$ cat src/rtl/e_series_ctrl.sv
// -----------------------------------------------------------------------------
// e_series_ctrl
//
// Sequencer that evaluates e = 1 + sum(1/k!) for k = 1..N in fixed point,
// using an external divider. Each iteration divides the current term by k,
// then adds the quotient into the running sum. The loop stops at k == N or
// as soon as the term has underflowed to zero.
//
// Ports
//   clk           rising-edge clock
//   rst_n         asynchronous active-low reset
//   start         begin a computation (accepted only in IDLE)
//   n_terms       highest series index N, latched on an accepted start
//   div_start     one-cycle request pulse to the divider
//   div_dividend  current term, held from ISSUE until WAIT exits
//   div_divisor   current index k, held from ISSUE until WAIT exits
//   div_quotient  divider result
//   div_done      divider result valid (only looked at in WAIT)
//   sum           running / final sum, format 8.FRAC
//   busy          high in every state except IDLE
//   done          one-cycle completion pulse
// -----------------------------------------------------------------------------
module e_series_ctrl #(
   parameter int W    = 400,
   parameter int FRAC = 392
) (
   input  logic         clk,
   input  logic         rst_n,
   input  logic         start,
   input  logic [7:0]   n_terms,
   output logic         div_start,
   output logic [W-1:0] div_dividend,
   output logic [7:0]   div_divisor,
   input  logic [W-1:0] div_quotient,
   input  logic         div_done,
   output logic [W-1:0] sum,
   output logic         busy,
   output logic         done
);

   typedef enum logic [2:0] {
      IDLE,
      ISSUE,
      WAIT,
      ACC,
      FINISH
   } state_t;

   localparam logic [W-1:0] ONE = {{(W-1){1'b0}}, 1'b1} << FRAC;

   state_t         state;
   state_t         state_nxt;
   logic [W-1:0]   term;
   logic [7:0]     k;
   logic [7:0]     n_lat;
   logic           acc_last;

   // The sum stops growing once the term has underflowed, so there is no
   // point running the divider any further.
   assign acc_last = (term == '0) || (k == n_lat);

   // NOTE: sequential state uses non-blocking assignments so every register
   // samples the pre-edge values, independent of statement order.
   always_ff @(posedge clk or negedge rst_n) begin
      if (!rst_n) begin
         state <= IDLE;
      end else begin
         state <= state_nxt;
      end
   end

   // NOTE: state_nxt gets its default before the case statement, so every
   // path assigns it and no latch is inferred.
   always_comb begin
      state_nxt = state;
      case (state)
         IDLE: begin
            if (start) begin
               state_nxt = (n_terms == 8'd0) ? FINISH : ISSUE;
            end
         end
         ISSUE:  state_nxt = WAIT;
         WAIT: begin
            if (div_done) begin
               state_nxt = ACC;
            end
         end
         ACC:    state_nxt = acc_last ? FINISH : ISSUE;
         FINISH: state_nxt = IDLE;
         default: state_nxt = IDLE;
      endcase
   end

   // Datapath. term and k only change at WAIT exit and in ACC respectively,
   // which keeps the divider operands stable for the whole request.
   always_ff @(posedge clk or negedge rst_n) begin
      if (!rst_n) begin
         term  <= '0;
         sum   <= '0;
         k     <= 8'd0;
         n_lat <= 8'd0;
      end else begin
         case (state)
            IDLE: begin
               if (start) begin
                  term  <= ONE;
                  sum   <= ONE;
                  k     <= 8'd1;
                  n_lat <= n_terms;
               end
            end
            WAIT: begin
               if (div_done) begin
                  term <= div_quotient;
               end
            end
            ACC: begin
               // Plain modulo-2^W addition; no saturation.
               sum <= sum + term;
               if (!acc_last) begin
                  k <= k + 8'd1;
               end
            end
            default: ;
         endcase
      end
   end

   assign div_start    = (state == ISSUE);
   assign div_dividend = term;
   assign div_divisor  = k;
   assign busy         = (state != IDLE);
   assign done         = (state == FINISH);

endmodule
$ cat config.mk
export PLATFORM = sky130hd
export DESIGN_NAME = e_series_ctrl
export DESIGN_NICKNAME = d
export VERILOG_FILES = /design/src/rtl/e_series_ctrl.sv
export SDC_FILE = /design/constraint.sdc
export NUM_CORES = 2
export LEC_CHECK = 0
export CORE_AREA = 5 5 473 475
export DETAILED_ROUTE_END_ITERATION = 16
export DIE_AREA = 0 0 478 480
export PLACE_DENSITY = 0.51
export SLEW_MARGIN = 0
export SYNTH_ARGS = -nofsm -noshare
export SYNTH_HDL_FRONTEND = slang
export SYNTH_SLANG_ARGS = --single-unit
$ cat constraint.sdc
create_clock -name clk -period 8.2 [get_ports clk]
set_input_delay 1.64 -clock clk [delete_from_list [all_inputs] [get_ports clk]]
set_output_delay 1.64 -clock clk [all_outputs]
set_load 0.05 [all_outputs]
==> results.yml <==
worst_setup_path:
  crit_type: "reg2reg"
  critical_path_buf_inv_count: 0
  crit_family: "compound AO/OA/AOI/OAI gates"
  crit_start: "div_dividend[97]"
  slowest_delay_ns: 1.04
  crit_path_frequent_cell: "o21ai_1"
  startpoint_type: "register"
  worstReg2RegStart: "div_dividend[97]"
  worstPathArrival_ns: 8.47
  worstPathCellList: "ha_1 > nand4_1 > nor2_1 > nand3_1 > nor2_1 > nand4b_1 > o41ai_2 > o2111ai_1 > a31oi_1 > nor3_1 > o21ai_1 > a31oi_1 > o21ai_1 > a21boi_0 > o21a_1 > o21bai_1 > a21oi_1 > xor2_1 > o21ai_1"
  end_kind: "register"
  required_ns: 8.82
  worst_path_max_delay_cell: "o41ai_2"
  crit_path_max_fanout: 7
placement:
  dp_hpwl_mm: 309
  port_buffers: 1222
  finalWeightedCongestion: 0.989
  place_inst: 12050
clock_tree:
  cts_buffers: 108
  postCtsSetupBuffers: 0
  htree_levels: 3
  post_cts_resized: 0
  worstSkewPairLatency_ns: 0.79
  cts_tree: "yes"
  numClockSinks: 819
  clock_path_buffers: 3
  cts.reportedPaths.clkPinSlew_ns: 0.06
  hold_buffers: 0
  root_buffer: "clkbuf_16"
yosys:
  synth_top_family_by_area: "simple AND/OR/NAND/NOR gates"
  syn_area_per_cell_um2: 7.46
  syn_area_um2: 62400
  synth_edf_count: 0
  ys_top_cells_by_area: "dfrtp_1 33%, nand2_1 11%, ha_1 8.0%, a21oi_1 6.8%, o21ai_0 6.7%"
  yosysWarnings: 0
  ys_ff_latch: 819
  synth-main-ff-cell: "dfrtp_1"
  async_flop_share: 1.00
  synth_top_area_share: 0.329
  ys_seq_area_frac: 0.329
  synth_largest_area_cell: "dfrtp_1"
  synth_compound_area_frac: 0.237
  synth_nets: 9175
  yosysUniqueCellTypes: 90
  synth_cells: 8362
  synthSimpleGateAreaFrac: 0.257
  synthMuxAreaShare: 0.00161
  synth_fa_ha_area_frac: 0.0806
  synthXorXnorAreaFrac: 0.0570
final_layout:
  layout_commonest_cell: "nand2_1"
  area_growth_pct: 29.6
  layout.nets: 10102
  drive_above_1_share: 0.0366
  stdcell_count: 12244
  final_cell_mix: "1849 x nand2_1, 1221 x clkdlybuf4s50_1, 843 x a21oi_1"
floorplan:
  die_x_um: 478
  initial_core_util: 0.285
  coreArea_um2: 219000
  core.rowCount: 172
  dieArea_um2: 229000
  fp.dieH_um: 480
  io_pins: 1223
route:
  drt_iter0_drc: 6416
  firstDrtPassIters: 6
  routed_wl_mm: 375
  avgRoutedWirePerCell_um: 30.6
  routed_via_density: 5.66
  detail-route-antenna-nets: 0
  dr_total_vias: 69242
  drc: 0
status:
  status: "finished, violations left"
  violations: "capacitance limit, slew limit"
sta:
  clock_skew_ns: 0.0557
  setup_tns_ns: 0
  tightest_slew_ns: 1.49
  hold_slack_ns: 0.510
  finalHoldViolCount: 0
  fin_crit_sh: 0.957
  max_freq_mhz: 127
  relSlewSlack: -0.00259
  setup_viol_count_final: 0
  drv_slew: 1
  finalCriticalPeriod_ns: 7.85
  rsz0062_at_grt: "false"
run:
  max-cap-violations: 1
power:
  power_density_nw_per_um2: 409
  power_leakage_nw: 34.2
  power_w: 0.0330
  ir_drop_mv: 0.240
worst_hold_path:
  worst_hold_path_type: "reg2reg"
  min-delay-start: "sum[102]"
grt:
  grt_pass1_wl_mm: 525
  grt_pass1_vias: 67687
  overflow: 0
  track_usage: 0.311
  antenna_found_initial: 21
  grt_max_degree: 140
==> worst register-to-register path, stage by stage, from the launching register on <==
cell       delay (ns)
dfrtp_1          0.43
ha_1             0.48
nand4_1          0.32
nor2_1           0.37
nand3_1          0.23
nor2_1           0.35
nand4b_1         0.51
o41ai_2          1.04
o2111ai_1        0.53
a31oi_1          1.04
nor3_1           0.35
o21ai_1          0.44
a31oi_1          0.20
o21ai_1          0.43
a21boi_0         0.23
o21a_1           0.24
o21bai_1         0.18
a21oi_1          0.11
xor2_1           0.14
o21ai_1          0.07
==> cell usage after synthesis (all sizes together) (37+ instances only) <==
library cell / count
nand2: 1850
o31ai: 45
or2: 37
a21boi: 42
a21oi: 845
nand4: 281
xnor2: 219
xor2: 187
nor3: 114
inv: 149
nor2: 503
o21bai: 173
a31oi: 59
dfrtp: 819
ha: 400
a21o: 213
nand3: 490
clkbuf: 439
buf: 39
nor4: 161
o21ai: 880
o21a: 49
==> power breakdown <==
part	internal (W)	total, W	switching, W
combinational	0.00581	0.0203	0.0144
clock	0.00300	0.00511	0.00212
sequential	0.00542	0.00766	0.00224
==> layer usage <==
metal,global-route usage,wire length [um],up-vias,part of all wire
li1,-,-,31765,-
met5,0,66,-,0.00018
met3,0.0769,28300,461,0.076
met4,0.112,16100,8,0.043
met2,0.500,169000,2599,0.45
met1,0.406,161000,34409,0.43
==> registers in the layout, summed over array words and instances (netlist names) <==
name	flops
div_dividend	400
div_divisor	8
n_lat	8
state	3
sum	400
==> worst paths after layout <==
| path | end | slack (ns) | cells past startpoint |
|---|---|---|---|
| min reg2reg | sum[102] | 0.51 | 2 |
| max | sum[367] | 0.35 | 19 |
| min | sum[102] | 0.51 | 2 |
| max in group asynchronous | div_dividend[288] | 5.63 | 3 |
| min in group asynchronous | sum[38] | 0.91 | 1 |
| max reg2reg | sum[367] | 0.35 | 19 |
==> area by class of cell <==
| cell class | instances | area [um2] |
|---|---|---|
| Fill cell | 23019 | 138000 |
| Multi-Input combinational cell | 6916 | 39500 |
| Sequential cell | 819 | 20500 |
| Timing Repair Buffer | 1295 | 13000 |
| Tap cell | 2871 | 3590 |
| Clock buffer | 145 | 3040 |
| Clock inverter | 44 | 623 |
| Inverter | 149 | 559 |
| Antenna cell | 5 | 12.5 |
==> cells by family (layout without fill, tap and decap cells) <==
kind of cell | Yosys count | after routing
flops | 819 | 819
other cells | 0 | 5
simple gates | 3599 | 3599
fa+ha+maj | 401 | 401
buf+inv | 627 | 1633
xor+xnor | 406 | 406
compound gates | 2501 | 2501
mux | 9 | 9
==> per-stage QoR <==
stage	setup slack (ns)	util	area, um2
finish	0.350	0.369	80800
global route	0.262	0.369	80800
CTS	0.715	0.369	80800
detailed placement	0.747	0.353	77200
global placement	0.632	0.353	77200
floorplan	3.37	-	62400
No activity file was read; power rests on OpenSTA's default activity.
